### config.mk
export PLATFORM = sky130hd
export DESIGN_NAME = mem_access_ctrl
export DESIGN_NICKNAME = d
export VERILOG_FILES = /design/src/rtl/mem_access_ctrl.sv
export SDC_FILE = /design/constraint.sdc
export NUM_CORES = 1
export LEC_CHECK = 0
export BUFFER_PORTS_ARGS = -buffer_cell sky130_fd_sc_hd__buf_4
export CAP_MARGIN = 10
export CORE_MARGIN = 2
export CORE_UTILIZATION = 27
export CTS_BUF_LIST = sky130_fd_sc_hd__clkbuf_16
export CTS_CLUSTER_DIAMETER = 100
export DETAILED_ROUTE_END_ITERATION = 10
export PLACE_DENSITY_LB_ADDON = 0.25
export RECOVER_POWER = 100
export SLEW_MARGIN = 5
export SYNTH_ARGS = -nofsm -noshare
export SYNTH_HDL_FRONTEND = slang
export SYNTH_SLANG_ARGS = --single-unit
### constraint.sdc
create_clock -name clk -period 5.55 [get_ports clk]
set_input_delay 1.11 -clock clk [delete_from_list [all_inputs] [get_ports clk]]
set_output_delay 1.11 -clock clk [all_outputs]
set_load 0.02 [all_outputs]
### src/rtl/mem_access_ctrl.sv
// Memory access sequencer: one CPU load/store at a time through TLB lookup,
// page-table walk, TLB refill and cache access, with timeout and miss/fault counters.
module mem_access_ctrl #(
  parameter int VA_W    = 14,
  parameter int OFF_W   = 8,
  parameter int PPN_W   = 2,
  parameter int DATA_W  = 32,
  parameter int TIMEOUT = 64,
  parameter int CNT_W   = 16
) (
  input  logic                    clk,
  input  logic                    rst,
  input  logic                    cpu_req,
  input  logic                    cpu_write,
  input  logic [VA_W-1:0]         cpu_addr,
  input  logic [DATA_W-1:0]       cpu_wdata,
  output logic                    cpu_ready,
  output logic                    cpu_resp_valid,
  output logic [DATA_W-1:0]       cpu_rdata,
  output logic                    cpu_hit,
  output logic                    cpu_pg_fault,
  output logic                    cpu_err,
  output logic                    tlb_lookup,
  output logic [VA_W-OFF_W-1:0]   tlb_vpn,
  input  logic                    tlb_hit,
  input  logic [PPN_W-1:0]        tlb_ppn,
  output logic                    tlb_fill,
  output logic [PPN_W-1:0]        tlb_fill_ppn,
  output logic                    tlb_dirty,
  output logic                    pt_req,
  input  logic                    pt_valid,
  input  logic                    pt_fault,
  input  logic [PPN_W-1:0]        pt_ppn,
  output logic                    cache_req,
  output logic                    cache_write,
  output logic [PPN_W+OFF_W-1:0]  cache_paddr,
  output logic [DATA_W-1:0]       cache_wdata,
  input  logic                    cache_done,
  input  logic                    cache_hit,
  input  logic [DATA_W-1:0]       cache_rdata,
  output logic [CNT_W-1:0]        tlb_miss_cnt,
  output logic [CNT_W-1:0]        fault_cnt
);

  localparam int TMR_W = (TIMEOUT > 1) ? $clog2(TIMEOUT) : 1;

  typedef enum logic [2:0] {IDLE, TLB, WALK, FILL, CACHE, RESP} state_t;

  state_t              state;
  logic                write_r;
  logic [VA_W-1:0]     addr_r;
  logic [DATA_W-1:0]   wdata_r;
  logic [DATA_W-1:0]   rdata_r;
  logic [PPN_W-1:0]    ppn_r;
  logic                tlb_hit_r;
  logic                cache_hit_r;
  logic                pg_fault_r;
  logic                err_r;
  logic [TMR_W-1:0]    timer;
  logic                timer_last;

  // Timeout fires on the TIMEOUT-th waiting cycle unless valid/done arrives in it.
  assign timer_last = (timer == TMR_W'(TIMEOUT - 1));

  always_ff @(posedge clk or posedge rst) begin
    if (rst) begin
      state        <= IDLE;
      write_r      <= 1'b0;
      addr_r       <= '0;
      wdata_r      <= '0;
      rdata_r      <= '0;
      ppn_r        <= '0;
      tlb_hit_r    <= 1'b0;
      cache_hit_r  <= 1'b0;
      pg_fault_r   <= 1'b0;
      err_r        <= 1'b0;
      timer        <= '0;
      tlb_miss_cnt <= '0;
      fault_cnt    <= '0;
    end else begin
      case (state)
        IDLE: begin
          if (cpu_req) begin
            write_r     <= cpu_write;
            addr_r      <= cpu_addr;
            wdata_r     <= cpu_wdata;
            rdata_r     <= '0;
            ppn_r       <= '0;
            tlb_hit_r   <= 1'b0;
            cache_hit_r <= 1'b0;
            pg_fault_r  <= 1'b0;
            err_r       <= 1'b0;
            state       <= TLB;
          end
        end
        TLB: begin
          timer <= '0;
          if (tlb_hit) begin
            ppn_r     <= tlb_ppn;
            tlb_hit_r <= 1'b1;
            state     <= CACHE;
          end else begin
            if (tlb_miss_cnt != '1) tlb_miss_cnt <= tlb_miss_cnt + 1'b1;
            state <= WALK;
          end
        end
        WALK: begin
          if (pt_valid) begin
            if (pt_fault) begin
              if (fault_cnt != '1) fault_cnt <= fault_cnt + 1'b1;
              pg_fault_r <= 1'b1;
              state      <= RESP;
            end else begin
              ppn_r <= pt_ppn;
              state <= FILL;
            end
          end else if (timer_last) begin
            err_r <= 1'b1;
            state <= RESP;
          end else begin
            timer <= timer + 1'b1;
          end
        end
        FILL: begin
          timer <= '0;
          state <= CACHE;
        end
        CACHE: begin
          if (cache_done) begin
            cache_hit_r <= cache_hit;
            if (!write_r) rdata_r <= cache_rdata;
            state <= RESP;
          end else if (timer_last) begin
            err_r <= 1'b1;
            state <= RESP;
          end else begin
            timer <= timer + 1'b1;
          end
        end
        RESP:    state <= IDLE;
        default: state <= IDLE;
      endcase
    end
  end

  // Strobes decode straight from the state register, so reset drops them at once.
  assign cpu_ready      = (state == IDLE);
  assign cpu_resp_valid = (state == RESP);
  assign cpu_rdata      = (state == RESP) ? rdata_r : '0;
  assign cpu_hit        = (state == RESP) & tlb_hit_r & cache_hit_r;
  assign cpu_pg_fault   = (state == RESP) & pg_fault_r;
  assign cpu_err        = (state == RESP) & err_r;

  assign tlb_lookup     = (state == TLB);
  assign tlb_vpn        = addr_r[VA_W-1:OFF_W];
  assign tlb_fill       = (state == FILL);
  assign tlb_fill_ppn   = ppn_r;
  assign tlb_dirty      = (state == FILL) & write_r;

  assign pt_req         = (state == WALK);

  assign cache_req      = (state == CACHE);
  assign cache_write    = write_r;
  assign cache_paddr    = {ppn_r, addr_r[OFF_W-1:0]};
  assign cache_wdata    = wdata_r;

endmodule

# Yosys cells after proc, flatten, opt, wreduce, memory -nomap -nowiden
# Cells that the tools add are included.
# classes
shifts	0
bitwise_logic	6
addsub	3
muxes	33
n_div	0
eq_ne	17
n_reduce_logical	18
multipliers	0
order_cmp	0
# op_table
operator	n
2-to-1 mux 32 bit	4
case mux 32 bit (2 select lines)	1
adder 16 x 1 -> 16 bit, second input constant	2
inequality test 16 bit, second input constant	2
2-to-1 mux 3 bit	6
2-to-1 mux 6 bit	3
case mux 6 bit (3 select lines)	1
AND reduction 4 bit	4
case mux 3 bit (5 select lines)	1
AND reduction 3 bit	4
inequality test 2 bit, second input constant	5
nonzero test 3 bit	3
2-to-1 mux 1 bit	8
2-to-1 mux 2 bit	4
inequality test 2 x 1 -> 1 bit, second input constant	4
adder 6 x 1 -> 6 bit, second input constant	1
== test 3 x 2 -> 1 bit, second input constant	2
== test 3 bit, second input constant	2
== test 6 bit, second input constant	1
case mux 1 bit (2 select lines)	3
case mux 2 bit (3 select lines)	1
nonzero test 2 bit	3
AND 1 bit	5
AND reduction 5 bit	1
6 further kinds	6
# totals
latchBits	0
n_memories	0
in_bits	91
reg_bits	126
romBits	0
mem_bits_rw	0
output_inout_bits	125

# Depth between registers and ports, before layout
# Gate-level depths: netlist (run 1).
# depth
depth_word	4
depth_mapped	6

# Worst setup path before layout (run 1)
# OpenSTA, ideal clock, no wires.
# synth_path
path_type	reg2out
start	reg state[0]
end	out cpu_rdata[22]
path_stages_with_launch	6
arrival_ns	1.650
path_buffers	3
path_slack_ns	2.790
required_ns	4.440
cell_sequence	dfrtp_1 clkbuf_1 and3_1 clkbuf_1 clkbuf_1 and2_1
# synth_between
elab_chain_len	2
# synth_rtl
element	line_no	rtl
start: declaration	49	state_t state;
start signal: assignment	67	state <= IDLE;
start signal: assignment	93	state <= TLB;
start signal: assignment	101	state <= CACHE;
== test 3 bit	n/a	
named net cpu_resp_valid	18	output logic cpu_resp_valid,
2-to-1 mux 32 bit	149	assign cpu_rdata = (state == RESP) ? rdata_r : '0;
end: declaration	19	output logic [DATA_W-1:0] cpu_rdata,
# The timed path passes the listed nets, and every way through them passes these cells.

# Worst setup path in the final report (run 1)
# layout_path
start	reg state[0]
end	reg addr_r[3]
# layout_between
elab_chain_len	2
# layout_rtl
element	line_no	rtl
zero test 3 bit	81	case (state)
AND reduction 2 bit (no line)	n/a	
end signal: assignment	85	addr_r <= cpu_addr;
end: declaration	51	logic [VA_W-1:0] addr_r;
# Every way passes these cells.
# A chain may end at the register's enable or synchronous reset.

==> results by group, run 1 <==
Status
  • Status: complete, but fails checks
  • Failing checks: capacitance limit, slew limit

Worst hold path
  • WHS Path Cells: 2
  • Hold Path Class: reg2reg

Critical path
  • Worst Path Arrival: 4.39 ns
  • CP Capture Type: flip-flop
  • CP max stage cell: and2_0
  • Kind of critical path: reg2reg
  • CP Cell Sequence: nor2_1 > and2_0 > clkbuf_1 > mux2_2
  • Worst setup SP type: flip-flop
  • R2r worst-path depth: 4
  • Data required time of the worst path: 5.84 ns
  • Worst-path fanout max: 27
  • Crit path largest cell delay: 1.51 ns

Placed design
  • DP Worst Slack: 2.27 ns
  • DP Area: 0.00765 mm^2
  • Placed cells: 987
  • Routability Congestion: 0.761
  • HPWL Detailed: 11.1 mm
  • Count of input and output buffers: 215

Pwr
  • Net Sw Frac: 38.9%
  • Clock Power Share: 27.2%
  • Flop pwr share: 38.5%
  • Max VDD drop: 0.224 mV
  • PwrDens: 511 mW/mm^2
  • Logic pwr share: 34.3%
  • NetSw: 0.00153 W
  • Leak: 3.47 nW
  • Internal Power: 0.00241 W

Route
  • Drt wl/cell: 15.4 um
  • DRC: 0
  • 1st-iter DRT viols: 126
  • Post-DRT Antenna Nets: 0
  • Drt total wl: 15.7 mm
  • DR pass1 iterations: 4
  • Vias: 4,580
  • Via-per-instance ratio: 4.49

Clock network
  • Total CTS buffers: 17
  • Clock Tree Root: clkbuf_16
  • Post-CTS sizing: 0
  • Later-pin clock latency in the skew report: 0.41 ns
  • Reg clk slew, reported paths: 0.06 ns
  • Clk buf depth: 2
  • Cts-stage hold buffer count: 0
  • H-tree depth: 4
  • Post-CTS setup buffers: 0
  • CTS tree: done
  • CTS sink count: 126

Synthesis
  • Post-synth top flop: dfrtp_1
  • Flops & latches, synth: 126
  • Syn_nets: 613
  • Synth Cell Area: 0.00576 mm^2
  • Synth async-reset ratio: 100%
  • Post-synthesis sequential area ratio: 54.8%
  • Yosys cell types: 55
  • Post-synthesis cell count: 519
  • Synth warnings: 0
  • Post-synth EDFFs: 0
  • Synth Area per Inst: 11.1 um^2

Layout
  • Filler cell count: 2,229
  • Antenna Cells: 0
  • Fin area: 0.00772 mm^2
  • Layout cell share with drive strength beyond 1: 27.2%
  • Area grow syn2layout: 34.2%
  • Commonest non-fill, non-tap cell in the layout: dfrtp_1
  • Nets@finish: 825
  • Most frequent cells in the layout: dfrtp_1, buf_4, clkbuf_1, nand2_1, mux2_2
  • Post-route insts no fill: 1,019

STA
  • Worst slew margin: -127%
  • Final setup fails: 0
  • Tmin final: 4.10 ns
  • Total negative slack: 0 ns
  • Worst-Margin Slew: 3.41 ns
  • PnR worst setup slack: 1.45 ns
  • Max-slew violation count: 181
  • Fin crit share: 73.8%
  • Fmax achieved: 244 MHz
  • Setup repair after global routing missed its margin: false
  • Final Hold Fails: 0
  • Post-Route Skew: 0.00726 ns

Global route
  • Overflow after GRT: 0
  • GRT Overall Usage: 14.3%
  • Pin count of the biggest net entering global routing: 89
  • First-pass GRT wire length: 25.2 mm
  • Initial antenna violation count: 0
  • Vias in the first global route: 4,592

Floorplanning
  • Die Y: 150 um
  • Row Count: 53
  • Top-level I/O count: 216
  • DIE AREA: 0.0225 mm^2
  • Die W: 150 um
  • Placeable core area: 0.0210 mm^2
  • Initial Util: 27.5%

Run
  • Max-cap violations: 4
[critical path, delay by kind of cell (launching register included)]
| kind | cells | cell delay (ns) |
|---|---|---|
| flip-flops | 1 | 0.62 |
| buffers and inverters | 1 | 1.04 |
| AND/OR/NAND/NOR | 2 | 1.83 |
| multiplexers | 1 | 0.43 |
[logic make-up after synthesis]
logic type,synth area share (%)
and+or+nand+nor,19.8
DFF,54.8
AOI/OAI and AO/OA,7.91
muxes,10.4
buffers and inverters,2.43
xor gates and xnor gates,4.11
adders and majority gates,0.652
[worst paths after layout]
| kind | from | slack [ns] | end |
|---|---|---|---|
| worst max-delay path | state[0] | 1.45 | addr_r[3] |
| worst min-delay path | rdata_r[11] | 0.47 | rdata_r[11] |
| worst max register to register | state[0] | 1.45 | addr_r[3] |
| worst min register to register | rdata_r[11] | 0.47 | rdata_r[11] |
| max in group asynchronous | rst | 1.65 | rdata_r[12] |
| min in group asynchronous | rst | 1.96 | cache_wdata[23] |
[metrics by stage]
step / power (W) / hold slack, ns / util, %
floorplan: 0.00247 / 0.442 / -
global placement: 0.00312 / 0.455 / 36.5
detailed placement: 0.00313 / 0.464 / 36.5
CTS: 0.00424 / 0.477 / 39.2
global route: 0.00424 / 0.489 / 36.9
finish: 0.00395 / 0.470 / 36.9
[power by group through the flow]
stage | Clock [W] | Combinational (W) | Sequential [W]
after floorplan | 0 | 0.000762 | 0.00171
after detailed placement | 0 | 0.00159 | 0.00155
after CTS | 0.00112 | 0.00159 | 0.00154
after global routing | 0.00115 | 0.00150 | 0.00158
final | 0.00107 | 0.00135 | 0.00152
after global placement | 0 | 0.00157 | 0.00154
[final cells by class]
class                      instances  area [um^2]  area share (%)
sequential                       126         3150            40.8
multi-input combinational        361         2390            31.0
timing repair buffer             219         1250            16.2
clock buffer                      17          425            5.51
tap                              275          344            4.45
clock inverter                    15          138            1.78
inverter                           6         22.5           0.292
[Yosys cell counts, drive strengths merged (4+ instances only)]
library cell | number | area, um^2
and4 | 4 | 35.0
dfrtp | 126 | 3150
xor2 | 15 | 131
mux2 | 53 | 597
nand4 | 8 | 56.3
clkbuf | 14 | 52.6
nand2 | 78 | 293
and3 | 10 | 62.6
inv | 6 | 22.5
buf | 12 | 65.1
nor2 | 15 | 56.3
and2 | 39 | 244
nand3 | 15 | 80.1
o21ai | 38 | 190
a31oi | 10 | 62.6
a21o | 4 | 30.0
nor4 | 5 | 52.6
xnor2 | 12 | 105
nor2b | 5 | 31.3
nor4b | 5 | 77.6
nor3 | 9 | 61.3
a21oi | 6 | 30.0
[state kept, by name, indices dropped and copies added, names as in the netlist]
name          flops
addr_r           14
state             3
pg_fault_r        1
cache_write       1
rdata_r          32
timer             6
tlb_miss_cnt     16
cache_hit_r       1
cache_wdata      32
fault_cnt        16
tlb_fill_ppn      2
err_r             1
tlb_hit_r         1
[per-layer routing]
metal / vias up / global-route usage [%] / wire [um]
met5: - / 0 / 0
met3: 6 / 5.82 / 1470
met2: 180 / 21.4 / 6910
li1: 2243 / - / -
met1: 2151 / 19.2 / 7230
met4: 0 / 3.82 / 91
Note: power is estimated with default switching activity, not from simulation.
==> inputs of run 2 (changes only) <==
ABC_AREA = 1   (was not set)
clock period = 3.9 ns   (was 5.55 ns; I/O delays follow)
==> run 2 against run 1 <==
  * The run still ends with capacitance limit, slew limit left
  * Setup slack lost 0.67 ns
  * Cell count grew 29%
  * Via count grew 26%
  * Synthesized area grew 7.3%
  * Sequential power grew 37%
  * Register-to-register slack lost 0.65 ns
  * Power grew 46%
  * Clock power grew 50%
  * Flip-flop and latch count is the same
  * Routed wire length grew 12%
  * Core utilization shrank 1.2 points
  * Global-route usage grew 0.45 points
==> results by group, run 2 <==
Layout
  • Area grow syn2layout: 30.5%
  • Layout cell share with drive strength beyond 1: 13.1%
  • Antenna Cells: 0
  • Nets@finish: 1,114
  • Filler cell count: 2,533
  • Most frequent cells in the layout: nand2_1, dfrtp_1, clkbuf_1, buf_4, nor2_1
  • Final core occ: 35.7%
  • Post-route insts no fill: 1,318
  • Commonest non-fill, non-tap cell in the layout: nand2_1

Critical path
  • Worst-path fanout max: 36
  • CP max stage cell: inv_1
  • Kind of critical path: reg2out
  • CP Capture Type: output pin
  • Worst setup SP type: flip-flop
  • Worst Path Arrival: 2.34 ns
  • Crit path largest cell delay: 0.88 ns
  • Delay-heaviest family, CP: buffers and inverters
  • Buf/Inv on CP: 2
  • CP Cell Sequence: nor2_1 > nand2_1 > inv_1 > clkbuf_1
  • Data required time of the worst path: 3.12 ns

Clock network
  • Reg clk slew, reported paths: 0.07 ns
  • H-tree depth: 4
  • CTS tree: done
  • Post-CTS setup buffers: 0
  • Clk buf depth: 2
  • Post-CTS sizing: 0
  • Cts-stage hold buffer count: 0
  • Total CTS buffers: 17
  • Clock Tree Root: clkbuf_16
  • CTS sink count: 126
  • Later-pin clock latency in the skew report: 0.42 ns

Route
  • DRC: 0
  • Post-DRT Antenna Nets: 0
  • Vias: 5,767
  • Via-per-instance ratio: 4.38
  • 1st-iter DRT viols: 258
  • Drt wl/cell: 13.3 um
  • DR pass1 iterations: 5
  • Drt total wl: 17.6 mm

Floorplanning
  • Placeable core area: 0.0226 mm^2
  • Die Y: 155 um
  • DIE AREA: 0.0241 mm^2
  • Die W: 155 um
  • Initial Util: 27.4%
  • Top-level I/O count: 216
  • Row Count: 55

Synthesis
  • Area leader, netlist: dfrtp_1
  • Post-synth top cells: nand2_1, dfrtp_1, nor2_1
  • Synth Cell Area: 0.00618 mm^2
  • Yosys top cell area share: 51.0%
  • Most common cell in the netlist: nand2_1
  • Post-synthesis sequential area ratio: 51.0%
  • Syn_nets: 905
  • Post-synthesis cell count: 811
  • Ranking of synthesized cells by area: dfrtp_1, nand2_1, nor2_1, nand3_1, inv_1
  • Synth warnings: 0
  • Synth Area per Inst: 7.62 um^2
  • Flops & latches, synth: 126
  • Yosys cell types: 29
  • Synth async-reset ratio: 100%
  • Post-synth top flop: dfrtp_1
  • Post-synth EDFFs: 0

STA
  • Worst slew margin: -9.46%
  • Tmin final: 3.12 ns
  • Post-Route Skew: 0.0117 ns
  • Max-slew violation count: 166
  • Setup repair after global routing missed its margin: false
  • Total negative slack: 0 ns
  • Final setup fails: 0
  • Fin crit share: 80.0%
  • Worst-Margin Slew: 1.64 ns
  • Final Hold Fails: 0
  • Fmax achieved: 320 MHz

Status
  • Status: complete, but fails checks
  • Failing checks: capacitance limit, slew limit

Pwr
  • Max VDD drop: 0.354 mV
  • Leak: 3.92 nW
  • PwrDens: 716 mW/mm^2
  • Tot Pwr: 0.00577 W

Global route
  • Vias in the first global route: 5,673
  • First-pass GRT wire length: 28.5 mm
  • GRT Overall Usage: 14.8%
  • Pin count of the biggest net entering global routing: 115
  • Initial antenna violation count: 0
  • Overflow after GRT: 0

Worst hold path
  • Hold Path Class: in2async

Placed design
  • Count of input and output buffers: 215
  • Routability Congestion: 0.755
  • Placed cells: 1,286
  • HPWL Detailed: 12.3 mm

Run
  • Max-cap violations: 2
==> run 2: cell types whose count changed in the layout (fill, tap and decap cells not counted), sizes merged, moves of 22 or more <==
cell and delta:
nand2 +261, inv +72, nand3 +38, nor2 +73, mux2 -53, and2 -39, o21ai +22
==> run 2: logic make-up (layout without fill, tap and decap cells) <==
family                   count (synthesis)  after routing  synth area share (%)
AO/OA/AOI/OAI                           67             67                  5.75
XOR/XNOR                                15             15                  2.13
adder cells (fa/ha/maj)                  3              3                 0.608
buffers and inverters                  103            325                  7.25
flip-flops                             126            126                  51.0
AND/OR/NAND/NOR                        497            497                  33.2
==> run 2: where the power goes <==
part           total [W]  internal [W]  leakage, nW  switching [W]
Combinational    0.00210      0.000573         1.97        0.00152
Clock            0.00160      0.000861        0.284       0.000736
Sequential       0.00208       0.00180         1.66       0.000283
Total            0.00577       0.00323         3.92        0.00254
==> run 2: metal layers <==
metal,GRT usage (%),share of wire (%),vias to the layer above
li1,-,-,2949
met1,19.1,46,2632
met2,23.4,46,174
met3,5.43,7.4,12
met4,4.11,1.2,0
met5,0,0,-
==> run 2: final timing paths <==
check	from	endpoint	slack [ns]	depth (start not counted)
setup / recovery	state[1]	cache_req	0.78	4
hold / removal	rst	tlb_miss_cnt[1]	0.40	2
setup reg to reg	state[1]	rdata_r[23]	0.80	7
hold reg to reg	cache_wdata[24]	cache_wdata[24]	0.47	2
max in group asynchronous	rst	fault_cnt[12]	1.42	3
min in group clk	cache_wdata[24]	cache_wdata[24]	0.47	2
==> run 2: worst register-to-register path, delay by kind of cell (launching register included) <==
kind | cells | cell delay [ns]
buffers and inverters | 2 | 1.13
AND/OR/NAND/NOR | 3 | 0.37
AO/OA/AOI/OAI | 2 | 1.05
flip-flops | 1 | 0.45
==> run 2: final cells by class <==
cell class	count	area (um^2)	share of cell area, %
inverter	75	283	3.51
sequential	126	3150	39.1
timing repair buffer	218	1170	14.6
multi-input combinational	582	2500	31.1
clock buffer	17	425	5.28
clock inverter	15	161	2.00
tap	285	357	4.42
==> run 2: through the flow <==
step	setup slack (ns)	hold slack [ns]	instance area, um^2
6_report	0.778	0.405	8060
5_1_grt	0.439	0.419	8060
4_1_cts	1.04	0.323	8610
3_5_place_dp	1.42	0.466	8020
3_3_place_gp	1.51	0.464	8020
2_1_floorplan	1.34	0.473	6180
